===== src/rtl/lsu_rv32_if.sv =====
// Execute-side request/response and DCache bus of the RV32I load/store unit.
// slave = the LSU itself; master = the environment (execute stage plus DCache).
interface lsu_rv32_if #(
  parameter int ADDRW  = 32,
  parameter int WORDAW = ADDRW - 2
);
  logic              iValid;
  logic              iLoad;
  logic              iStore;
  logic [2:0]        iFunct3;
  logic [ADDRW-1:0]  iAddr;
  logic [31:0]       iWData;
  logic [4:0]        iRd;
  logic              oBusy;
  logic              oValid;
  logic [31:0]       oRData;
  logic [4:0]        oRdOut;
  logic              oMisalign;
  logic              oDMem;
  logic              oDRW;
  logic [WORDAW-1:0] oDAddr;
  logic [31:0]       oDWData;
  logic [31:0]       iDRData;
  logic              iDStall;

  modport slave (
    input  iValid, iLoad, iStore, iFunct3, iAddr, iWData, iRd, iDRData, iDStall,
    output oBusy, oValid, oRData, oRdOut, oMisalign, oDMem, oDRW, oDAddr, oDWData
  );

  modport master (
    output iValid, iLoad, iStore, iFunct3, iAddr, iWData, iRd, iDRData, iDStall,
    input  oBusy, oValid, oRData, oRdOut, oMisalign, oDMem, oDRW, oDAddr, oDWData
  );
endinterface


===== src/rtl/lsu_rv32.sv =====
// RV32I load/store unit: byte-addressed LB..SW ops become word DCache transactions,
// sub-word stores via read-modify-write, loads lane-extracted and extended.
module lsu_rv32 #(
  parameter int ADDRW  = 32,
  parameter int WORDAW = ADDRW - 2
) (
  input logic      iCLK,
  input logic      iRST,
  lsu_rv32_if.slave bus
);
  localparam logic [2:0] IDLE   = 3'd0;
  localparam logic [2:0] RD     = 3'd1;
  localparam logic [2:0] RDWAIT = 3'd2;
  localparam logic [2:0] RMW_RD = 3'd3;
  localparam logic [2:0] RMW_WR = 3'd4;
  localparam logic [2:0] WR     = 3'd5;

  logic [2:0]  state;
  logic [1:0]  lane;
  logic [2:0]  f3;
  logic [4:0]  rd;
  logic [31:0] wdata;
  logic        reject;
  logic [7:0]  selByte;
  logic [15:0] selHalf;
  logic [31:0] loadVal;
  logic [31:0] mergeVal;

  assign bus.oBusy = (state != IDLE);

  // Loads take priority if both op flags are set; stores accept only B/H/W.
  always_comb begin
    reject = 1'b0;
    if (bus.iLoad) begin
      case (bus.iFunct3)
        3'b000, 3'b100: reject = 1'b0;
        3'b001, 3'b101: reject = bus.iAddr[0];
        3'b010:         reject = (bus.iAddr[1:0] != 2'b00);
        default:        reject = 1'b1;
      endcase
    end else if (bus.iStore) begin
      case (bus.iFunct3)
        3'b000:  reject = 1'b0;
        3'b001:  reject = bus.iAddr[0];
        3'b010:  reject = (bus.iAddr[1:0] != 2'b00);
        default: reject = 1'b1;
      endcase
    end
  end

  always_comb begin
    selByte  = bus.iDRData[{lane, 3'b000} +: 8];
    selHalf  = bus.iDRData[{lane[1], 4'b0000} +: 16];
    mergeVal = bus.iDRData;
    case (f3)
      3'b000:  loadVal = {{24{selByte[7]}}, selByte};
      3'b001:  loadVal = {{16{selHalf[15]}}, selHalf};
      3'b100:  loadVal = {24'd0, selByte};
      3'b101:  loadVal = {16'd0, selHalf};
      default: loadVal = bus.iDRData;
    endcase
    if (f3[1:0] == 2'b00)
      mergeVal[{lane, 3'b000} +: 8] = wdata[7:0];
    else
      mergeVal[{lane[1], 4'b0000} +: 16] = wdata[15:0];
  end

  always_ff @(posedge iCLK) begin
    if (iRST) begin
      state         <= IDLE;
      lane          <= 2'd0;
      f3            <= 3'd0;
      rd            <= 5'd0;
      wdata         <= 32'd0;
      bus.oValid    <= 1'b0;
      bus.oMisalign <= 1'b0;
      bus.oRData    <= 32'd0;
      bus.oRdOut    <= 5'd0;
      bus.oDMem     <= 1'b0;
      bus.oDRW      <= 1'b1;
      bus.oDAddr    <= '0;
      bus.oDWData   <= 32'd0;
    end else begin
      bus.oValid    <= 1'b0;
      bus.oMisalign <= 1'b0;
      case (state)
        IDLE: begin
          if (bus.iValid) begin
            lane  <= bus.iAddr[1:0];
            f3    <= bus.iFunct3;
            rd    <= bus.iRd;
            wdata <= bus.iWData;
            if (!bus.iLoad && !bus.iStore) begin
              bus.oValid <= 1'b1;
              bus.oRData <= 32'd0;
              bus.oRdOut <= bus.iRd;
            end else if (reject) begin
              bus.oValid    <= 1'b1;
              bus.oMisalign <= 1'b1;
              bus.oRData    <= 32'd0;
              bus.oRdOut    <= bus.iRd;
            end else begin
              bus.oDMem  <= 1'b1;
              bus.oDAddr <= bus.iAddr[ADDRW-1:2];
              if (bus.iLoad) begin
                bus.oDRW <= 1'b1;
                state    <= RD;
              end else if (bus.iFunct3 == 3'b010) begin
                bus.oDRW    <= 1'b0;
                bus.oDWData <= bus.iWData;
                state       <= WR;
              end else begin
                bus.oDRW <= 1'b1;
                state    <= RMW_RD;
              end
            end
          end
        end
        RD, RMW_RD: begin
          if (!bus.iDStall) begin
            bus.oDMem <= 1'b0;
            state     <= (state == RD) ? RDWAIT : RMW_WR;
          end
        end
        RDWAIT: begin
          bus.oRData <= loadVal;
          bus.oRdOut <= rd;
          bus.oValid <= 1'b1;
          state      <= IDLE;
        end
        RMW_WR: begin
          bus.oDMem   <= 1'b1;
          bus.oDRW    <= 1'b0;
          bus.oDWData <= mergeVal;
          state       <= WR;
        end
        WR: begin
          if (!bus.iDStall) begin
            bus.oDMem  <= 1'b0;
            bus.oDRW   <= 1'b1;
            bus.oValid <= 1'b1;
            bus.oRData <= 32'd0;
            bus.oRdOut <= 5'd0;
            state      <= IDLE;
          end
        end
        default: state <= IDLE;
      endcase
    end
  end
endmodule


===== src/flat_wrapper.sv =====
// flat-port wrapper written by rule: the top's interface ports become plain ports
module lsu_rv32_flat 
#(
  parameter int ADDRW  = 32,
  parameter int WORDAW = ADDRW - 2
)
  (iCLK, iRST, bus_iValid, bus_iLoad, bus_iStore, bus_iFunct3, bus_iAddr, bus_iWData, bus_iRd, bus_iDRData, bus_iDStall, bus_oBusy, bus_oValid, bus_oRData, bus_oRdOut, bus_oMisalign, bus_oDMem, bus_oDRW, bus_oDAddr, bus_oDWData);
  lsu_rv32_if #(.ADDRW(ADDRW), .WORDAW(WORDAW)) bus_i ();
  input logic iCLK;
  input logic iRST;
  input wire logic [$bits(bus_i.iValid)-1:0] bus_iValid;
  input wire logic [$bits(bus_i.iLoad)-1:0] bus_iLoad;
  input wire logic [$bits(bus_i.iStore)-1:0] bus_iStore;
  input wire logic [$bits(bus_i.iFunct3)-1:0] bus_iFunct3;
  input wire logic [$bits(bus_i.iAddr)-1:0] bus_iAddr;
  input wire logic [$bits(bus_i.iWData)-1:0] bus_iWData;
  input wire logic [$bits(bus_i.iRd)-1:0] bus_iRd;
  input wire logic [$bits(bus_i.iDRData)-1:0] bus_iDRData;
  input wire logic [$bits(bus_i.iDStall)-1:0] bus_iDStall;
  output wire logic [$bits(bus_i.oBusy)-1:0] bus_oBusy;
  output wire logic [$bits(bus_i.oValid)-1:0] bus_oValid;
  output wire logic [$bits(bus_i.oRData)-1:0] bus_oRData;
  output wire logic [$bits(bus_i.oRdOut)-1:0] bus_oRdOut;
  output wire logic [$bits(bus_i.oMisalign)-1:0] bus_oMisalign;
  output wire logic [$bits(bus_i.oDMem)-1:0] bus_oDMem;
  output wire logic [$bits(bus_i.oDRW)-1:0] bus_oDRW;
  output wire logic [$bits(bus_i.oDAddr)-1:0] bus_oDAddr;
  output wire logic [$bits(bus_i.oDWData)-1:0] bus_oDWData;
  assign bus_i.iValid = bus_iValid;
  assign bus_i.iLoad = bus_iLoad;
  assign bus_i.iStore = bus_iStore;
  assign bus_i.iFunct3 = bus_iFunct3;
  assign bus_i.iAddr = bus_iAddr;
  assign bus_i.iWData = bus_iWData;
  assign bus_i.iRd = bus_iRd;
  assign bus_i.iDRData = bus_iDRData;
  assign bus_i.iDStall = bus_iDStall;
  assign bus_oBusy = bus_i.oBusy;
  assign bus_oValid = bus_i.oValid;
  assign bus_oRData = bus_i.oRData;
  assign bus_oRdOut = bus_i.oRdOut;
  assign bus_oMisalign = bus_i.oMisalign;
  assign bus_oDMem = bus_i.oDMem;
  assign bus_oDRW = bus_i.oDRW;
  assign bus_oDAddr = bus_i.oDAddr;
  assign bus_oDWData = bus_i.oDWData;
  lsu_rv32 #(.ADDRW(ADDRW), .WORDAW(WORDAW)) u_core (.iCLK(iCLK), .iRST(iRST), .bus(bus_i));
endmodule

===== config.mk =====
export PLATFORM = sky130hd
export DESIGN_NAME = lsu_rv32_flat
export DESIGN_NICKNAME = d
export VERILOG_FILES = /design/src/rtl/lsu_rv32_if.sv /design/src/rtl/lsu_rv32.sv /design/src/flat_wrapper.sv
export SDC_FILE = /design/constraint.sdc
export NUM_CORES = 1
export LEC_CHECK = 0
export CORE_ASPECT_RATIO = 0.9
export CORE_UTILIZATION = 47
export CTS_BUF_LIST = sky130_fd_sc_hd__clkbuf_8
export DETAILED_ROUTE_END_ITERATION = 10
export GPL_TIMING_DRIVEN = 0
export PLACE_DENSITY = 0.93
export SYNTH_ARGS = -nofsm -noshare
export SYNTH_HDL_FRONTEND = slang
export SYNTH_SLANG_ARGS = --single-unit

===== constraint.sdc =====
create_clock -name iCLK -period 2.5 [get_ports iCLK]
set_input_delay 0.25 -clock iCLK [delete_from_list [all_inputs] [get_ports iCLK]]
set_output_delay 0.25 -clock iCLK [all_outputs]
set_load 0.01 [all_outputs]

==> After elaboration in Yosys (flattened, before gate mapping) <==
Cells that the tools add are included.
{ "totals": {"register_bits": 132, "out_inout_bits": 104, "elab_cells": 121} }
{ "classes": {"addsub": 2, "eq_ne": 21, "n_shift": 6, "muxes": 50, "bitwise_logic": 4, "n_reduce_logical": 25} }
{ "ops": {"columns": ["operator", "n"], "rows": [
  ["32-bit two-way mux", 10],
  ["32-bit case mux with 4 select lines", 1],
  ["32-bit case mux with 3 select lines", 1],
  ["32-bit bitwise mux", 2],
  ["32-bit case mux with 2 select lines", 1],
  ["16-bit by 7-bit variable shift with 32-bit output, first input constant", 1],
  ["8-bit by 7-bit variable shift with 32-bit output, first input constant", 1],
  ["16-bit by 7-bit variable part select with 32-bit output", 1],
  ["32-bit by 6-bit variable part select with 16-bit output", 1],
  ["32-bit by 6-bit variable part select with 8-bit output", 1],
  ["8-bit by 7-bit variable part select with 32-bit output", 1],
  ["3-bit two-way mux", 8],
  ["5-bit two-way mux", 4],
  ["3-bit == test, second input constant", 6],
  ["1-bit two-way mux", 16],
  ["1-bit case mux with 3 select lines", 5],
  ["5-bit case mux with 3 select lines", 1],
  ["5-bit AND reduction", 3],
  ["2-bit inequality test, second input constant", 7],
  ["5-bit negator with 7-bit output", 2],
  ["3-bit case mux with 4 select lines", 1],
  ["3-bit nonzero test", 4],
  ["3-bit by 1-bit == test with 1-bit output, second input constant", 3],
  ["3-bit by 2-bit == test with 1-bit output, second input constant", 3],
  ["14 further kinds", 24]
]} }

==> Logic depth before layout (Yosys ltp) <==
{ "depth": {"depth_word": 8, "depth_mapped": 9, "mapped_depth_nobuf": 7} }

==> Worst setup path after synthesis <==
No wires, ideal clock.
{ "synth_timing": {"path_kind": "flip-flop to flip-flop", "startpoint": "register u_core.lane[1]", "endpoint": "register u_core.bus.oDWData[27]", "arrival_time_ps": 2029, "setup_slack_ps": 393, "stages_incl_launch_ff": 10, "n_path_buf": 2, "synth_period_minus_slack_ps": 2107, "path_cell_list": "dfxtp_1 > buf_2 > inv_2 > ha_1 > nor4bb_1 > clkbuf_1 > a221oi_1 > nor3_1 > a211oi_1 > nor3_1"} }
{ "synth_between": {"elab_chain_len": 5} }
{ "synth_rtl": {"columns": ["element", "line_no", "rtl"], "rows": [
  ["start: declaration", "lsu_rv32.sv:19", "logic [1:0] lane;"],
  ["start signal: assignment", "lsu_rv32.sv:89", "lane <= bus.iAddr[1:0];"],
  ["5-bit negator with 7-bit output (on tied branches)", "lsu_rv32.sv:65, lsu_rv32.sv:63", null],
  ["16-bit by 7-bit variable part select with 32-bit output, or another cell as far along", "lsu_rv32.sv:65", "mergeVal[{lane[1], 4'b0000} +: 16] = wdata[15:0];"],
  ["32-bit bitwise mux (on tied branches)", "lsu_rv32.sv:65, lsu_rv32.sv:63", null],
  ["32-bit two-way mux *", "lsu_rv32.sv:62", "if (f3[1:0] == 2'b00)"],
  ["32-bit case mux with 2 select lines *", "lsu_rv32.sv:86", "case (state)"],
  ["end signal: assignment", "lsu_rv32.sv:110", "bus.oDWData <= bus.iWData;"],
  ["end signal: assignment", "lsu_rv32.sv:134", "bus.oDWData <= mergeVal;"],
  ["end: declaration", "lsu_rv32_if.sv:28", "output oBusy, oValid, oRData, oRdOut, oMisalign, oDMem, oDRW, oDAddr, oDWData"]
]} }
Mark *: on every way between the ends. The rest lies on a longest branch, timed or not.
A chain may end at the register's enable or synchronous reset.

==> Worst setup path after layout <==
{ "layout_timing": {"startpoint": "register u_core.lane[1]", "endpoint": "register u_core.bus.oDWData[25]"} }
Same word-level chain as after synthesis.

==> out/summary.txt <==
STATUS
----------------------------------------------------------------------------
Run status                                                      finished clean

PLACEMENT
----------------------------------------------------------------------------
Final GP Congestion                                                    0.989
Place WS                                                           -0.160 ns
Port buffer count                                                        212
Final HPWL DP                                                       16400 µm

GLOBAL ROUTE
----------------------------------------------------------------------------
Aggregate global routing overflow                                          0
Aggregate global-route resource usage                                  0.319
Antenna violations before repair                                           0
Maximum number of pins on one net before global-route repair              17
Number of global-route vias before repair                               6439
Global-route wire length before repair                              34200 µm

DIE
----------------------------------------------------------------------------
Initial core utilization                                               0.488
Total Die Area                                                     13800 µm²
FP Rows                                                                   39
Die span in y                                                         112 µm
Floorplan die width                                                   124 µm
Count of boundary I/O pins                                               214
Core Box Area                                                      12900 µm²

CTS
----------------------------------------------------------------------------
Clock tree from TritonCTS                                               done
H-tree levels                                                              4
CTS max path bufs                                                          2
Clock-pin transition on the worst setup and hold timing paths        0.08 ns
Clock root buffer                                               sky130_fd_sc_hd__clkbuf_8
Cts bufs inserted                                                         17
Clock net sink count                                                     132
Skew-Pair Late Insertion Delay                                       0.44 ns

WORST SETUP PATH
----------------------------------------------------------------------------
Maximum fanout along the worst path                                       12
Minimum setup slack among reg-to-reg paths                           0.12 ns
Kind of end point of the critical path                              register
Kind of start point of the critical path                            register
Data required, critical path                                         2.86 ns
Worst Path Arrival                                                   2.74 ns
Biggest cell delay along the critical path                           0.39 ns
Critical R2R Launch                                             u_core.lane[1]
Number of buffer and inverter stages on the critical path                  3
Worst setup path class                                            reg -> reg
Critical path depth in cells                                               9
Largest delay contributor family on the critical path           simple AND/OR/NAND/NOR gates
Logic depth of the worst register-to-register path                         9
Crit-path slowest cell                                          sky130_fd_sc_hd__dfxtp_2
Critical R2R Capture                                            u_core.bus.oDWData[25]
Cells along the critical path                                   buf_4 > inv_2 > ha_1 > nor4bb_2 > buf_4 > a221oi_1 > nor3_1 > a211oi_1 > nor3_1

CELLS AND AREA
----------------------------------------------------------------------------
Finished Core Util                                                     0.703
Count of nets after finishing                                           1105
Share of post-route cells with drive strength above 1                 0.0837
Layout area overhead                                                   44.1%
Antenna diode count                                                        0

TIMING
----------------------------------------------------------------------------
Normalized max-slew margin                                             0.563
Tightest hold margin                                                0.352 ns
Count of endpoints failing hold in the final timing report                 0
Final period util                                                      0.953
RSZ-0062 raised after global routing                                      no
Number of max-slew violations in the final report                          0
Worst-case clock skew                                              0.0108 ns
Minimum clock period                                                 2.38 ns
Slew at the pin with the worst max-slew slack                       0.653 ns
Setup violation total in the final timing report                           0
Achievable Freq                                                    0.420 GHz
Worst setup slack after layout                                      0.117 ns

DRT
----------------------------------------------------------------------------
Number of routed nets with antenna violations                              0
Via/cell ratio                                                          6.00
Remaining design rule violation count                                      0
Drt total wl                                                        21900 µm
Number of iterations in the first detailed-routing pass                    6
Vias                                                                    7002
Per-cell routed wire length                                          18.8 µm
Detailed Route Iter0 Violations                                          878

YOSYS
----------------------------------------------------------------------------
Synthesized netlist net count                                            875
Post-synthesis cell type count                                            58
Most numerous cell in the Yosys netlist                         sky130_fd_sc_hd__nand2_1
Number of storage elements in the synthesis netlist                      132
Combined area of all synthesized cells                              6280 µm²
Gate count of the mapped netlist                                         760
Number of synthesized flops with an enable pin                             0
Post-synthesis average cell area                                    8.26 µm²
Register area share after synthesis                                    0.421
Synth async-reset ratio                                                    0
Leading cell types by total area after synthesis                sky130_fd_sc_hd__dfxtp_1 (42%), sky130_fd_sc_hd__nand2_1 (9.5%), sky130_fd_sc_hd__a21oi_1 (6.9%)
Predominant post-synthesis flop cell                            sky130_fd_sc_hd__dfxtp_1
Most used standard cells in the synthesized netlist             sky130_fd_sc_hd__nand2_1 (159), sky130_fd_sc_hd__dfxtp_1 (132), sky130_fd_sc_hd__a21oi_1 (86)
Leading area contributor after synthesis                        sky130_fd_sc_hd__dfxtp_1
Yosys synthesis warning count                                              0
Post-synth top area share                                              0.421

POWER AND IR DROP
----------------------------------------------------------------------------
Logic pwr share                                                        0.267
Relative contribution of the clock network to total power              0.325
Cell area power density                                           648 nW/µm²
Maximum resistive drop on vdd                                         383 µV
Leakage power                                                        3.16 nW
Reg power frac                                                         0.408
Fraction of power spent switching nets                                 0.319
Internal power contribution                                          4.00 mW
Net Sw Power                                                         1.87 mW

MIN PATH
----------------------------------------------------------------------------
Hold Path End                                                   u_core.bus.oDAddr[25]
Worst Hold Class                                                   in -> reg
Number of cells on the worst hold path                                     3
Hold path start                                                 bus_iAddr[27]

FLOW RUN
----------------------------------------------------------------------------
Max-capacitance violation count                                            0

## worst register-to-register path, stage by stage (launching register included)
cell	delay, ns
sky130_fd_sc_hd__dfxtp_2	0.39
sky130_fd_sc_hd__buf_4	0.22
sky130_fd_sc_hd__inv_2	0.14
sky130_fd_sc_hd__ha_1	0.39
sky130_fd_sc_hd__nor4bb_2	0.30
sky130_fd_sc_hd__buf_4	0.21
sky130_fd_sc_hd__a221oi_1	0.08
sky130_fd_sc_hd__nor3_1	0.28
sky130_fd_sc_hd__a211oi_1	0.11
sky130_fd_sc_hd__nor3_1	0.20
## power groups by stage
| stage | combinational [mW] | clock [mW] | sequential, mW |
|---|---|---|---|
| 2_1_floorplan | 0.838 | 0 | 2.44 |
| 3_3_place_gp | 1.49 | 0 | 2.43 |
| 3_5_place_dp | 1.51 | 0 | 2.43 |
| 4_1_cts | 1.54 | 1.90 | 2.38 |
| 5_1_grt | 1.69 | 2.00 | 2.41 |
| 6_report | 1.57 | 1.91 | 2.40 |
## registers in the layout (all words and copies together) (netlist names)
| name | flops |
|---|---|
| u_core.bus.oRData | 32 |
| u_core.wdata | 16 |
| u_core.bus.oDWData | 32 |
| u_core.bus.oRdOut | 5 |
| u_core.bus.oDRW | 1 |
| u_core.f3 | 3 |
| u_core.bus.oDMem | 1 |
| u_core.bus.oMisalign | 1 |
| u_core.state | 3 |
| u_core.rd | 5 |
| u_core.lane | 2 |
| u_core.bus.oValid | 1 |
| u_core.bus.oDAddr | 30 |
## per-stage QoR
step / setup TNS, ns / instances / instance area, µm² / power [mW]
after floorplan: 0 / 760 / 6280 / 3.28
after global placement: -0.430 / 1136 / 8610 / 3.91
after detailed placement: -1.18 / 1136 / 8610 / 3.95
after CTS: 0 / 1168 / 9030 / 5.82
after global routing: 0 / 1167 / 9050 / 6.10
final: 0 / 1167 / 9050 / 5.87
## routing by layer
| layer | track usage | vias up | wire length, µm |
|---|---|---|---|
| met5 | 0 | - | 0 |
| met4 | 0.107 | 0 | 636 |
| met3 | 0.0763 | 77 | 2310 |
| met2 | 0.495 | 446 | 9790 |
| met1 | 0.430 | 3249 | 9160 |
| li1 | - | 3230 | - |
## layout by cell type, fill, tap and decap left out, types with 4 or more instances in the layout
master	n
sky130_fd_sc_hd__buf_4	5
sky130_fd_sc_hd__and2_1	10
sky130_fd_sc_hd__o221ai_1	7
sky130_fd_sc_hd__nand2_1	159
sky130_fd_sc_hd__a22o_1	24
sky130_fd_sc_hd__inv_1	11
sky130_fd_sc_hd__a211oi_1	34
sky130_fd_sc_hd__buf_1	4
sky130_fd_sc_hd__dfxtp_1	130
sky130_fd_sc_hd__a221oi_1	16
sky130_fd_sc_hd__clkbuf_8	19
sky130_fd_sc_hd__a221o_1	17
sky130_fd_sc_hd__o21ai_0	11
sky130_fd_sc_hd__o211ai_1	17
sky130_fd_sc_hd__ha_1	5
sky130_fd_sc_hd__o22ai_1	8
sky130_fd_sc_hd__o2bb2ai_1	8
sky130_fd_sc_hd__buf_2	23
sky130_fd_sc_hd__clkbuf_1	28
sky130_fd_sc_hd__nand2b_1	18
sky130_fd_sc_hd__nor3_1	34
sky130_fd_sc_hd__nor2_1	35
sky130_fd_sc_hd__a211o_1	5
sky130_fd_sc_hd__clkdlybuf4s50_1	212
sky130_fd_sc_hd__mux2i_1	8
sky130_fd_sc_hd__a2bb2oi_1	7
sky130_fd_sc_hd__nor2b_1	9
sky130_fd_sc_hd__a21oi_1	86
## cell families after synthesis
| group | Yosys count | synth area share |
|---|---|---|
| flip-flops | 132 | 0.421 |
| buffers and inverters | 74 | 0.0520 |
| adder cells (fa/ha/maj) | 5 | 0.00996 |
| AO/OA/AOI/OAI | 257 | 0.298 |
| AND/OR/NAND/NOR | 283 | 0.203 |
| multiplexers | 9 | 0.0163 |
## final cells by class
cell class | instances | area, µm²
Multi-Input combinational cell | 554 | 3330
Clock buffer | 19 | 262
Buffer | 61 | 284
Timing Repair Buffer | 212 | 2120
Sequential cell | 132 | 2650
Fill cell | 1002 | 3830
Clock inverter | 13 | 158
Tap cell | 164 | 205
Inverter | 12 | 45.0
## worst max-delay path by stage
stage	slack [ns]	endpoint	startpoint
2_1_floorplan	0.39	u_core.bus.oDWData[27]	u_core.lane[1]
3_3_place_gp	-0.10	u_core.bus.oDWData[30]	u_core.lane[1]
3_5_place_dp	-0.16	u_core.bus.oDWData[30]	u_core.lane[1]
4_1_cts	0.05	u_core.bus.oDWData[10]	u_core.lane[1]
5_1_grt	0.02	u_core.bus.oDWData[24]	u_core.lane[1]
6_report	0.12	u_core.bus.oDWData[25]	u_core.lane[1]
## timing repair
item	4_1_cts	5_1_grt
setup endpoints to repair	14	16
resized for setup	2	8
buffers inserted	0	0
hold buffers	0	0
Power figures use the tool's default switching activity.
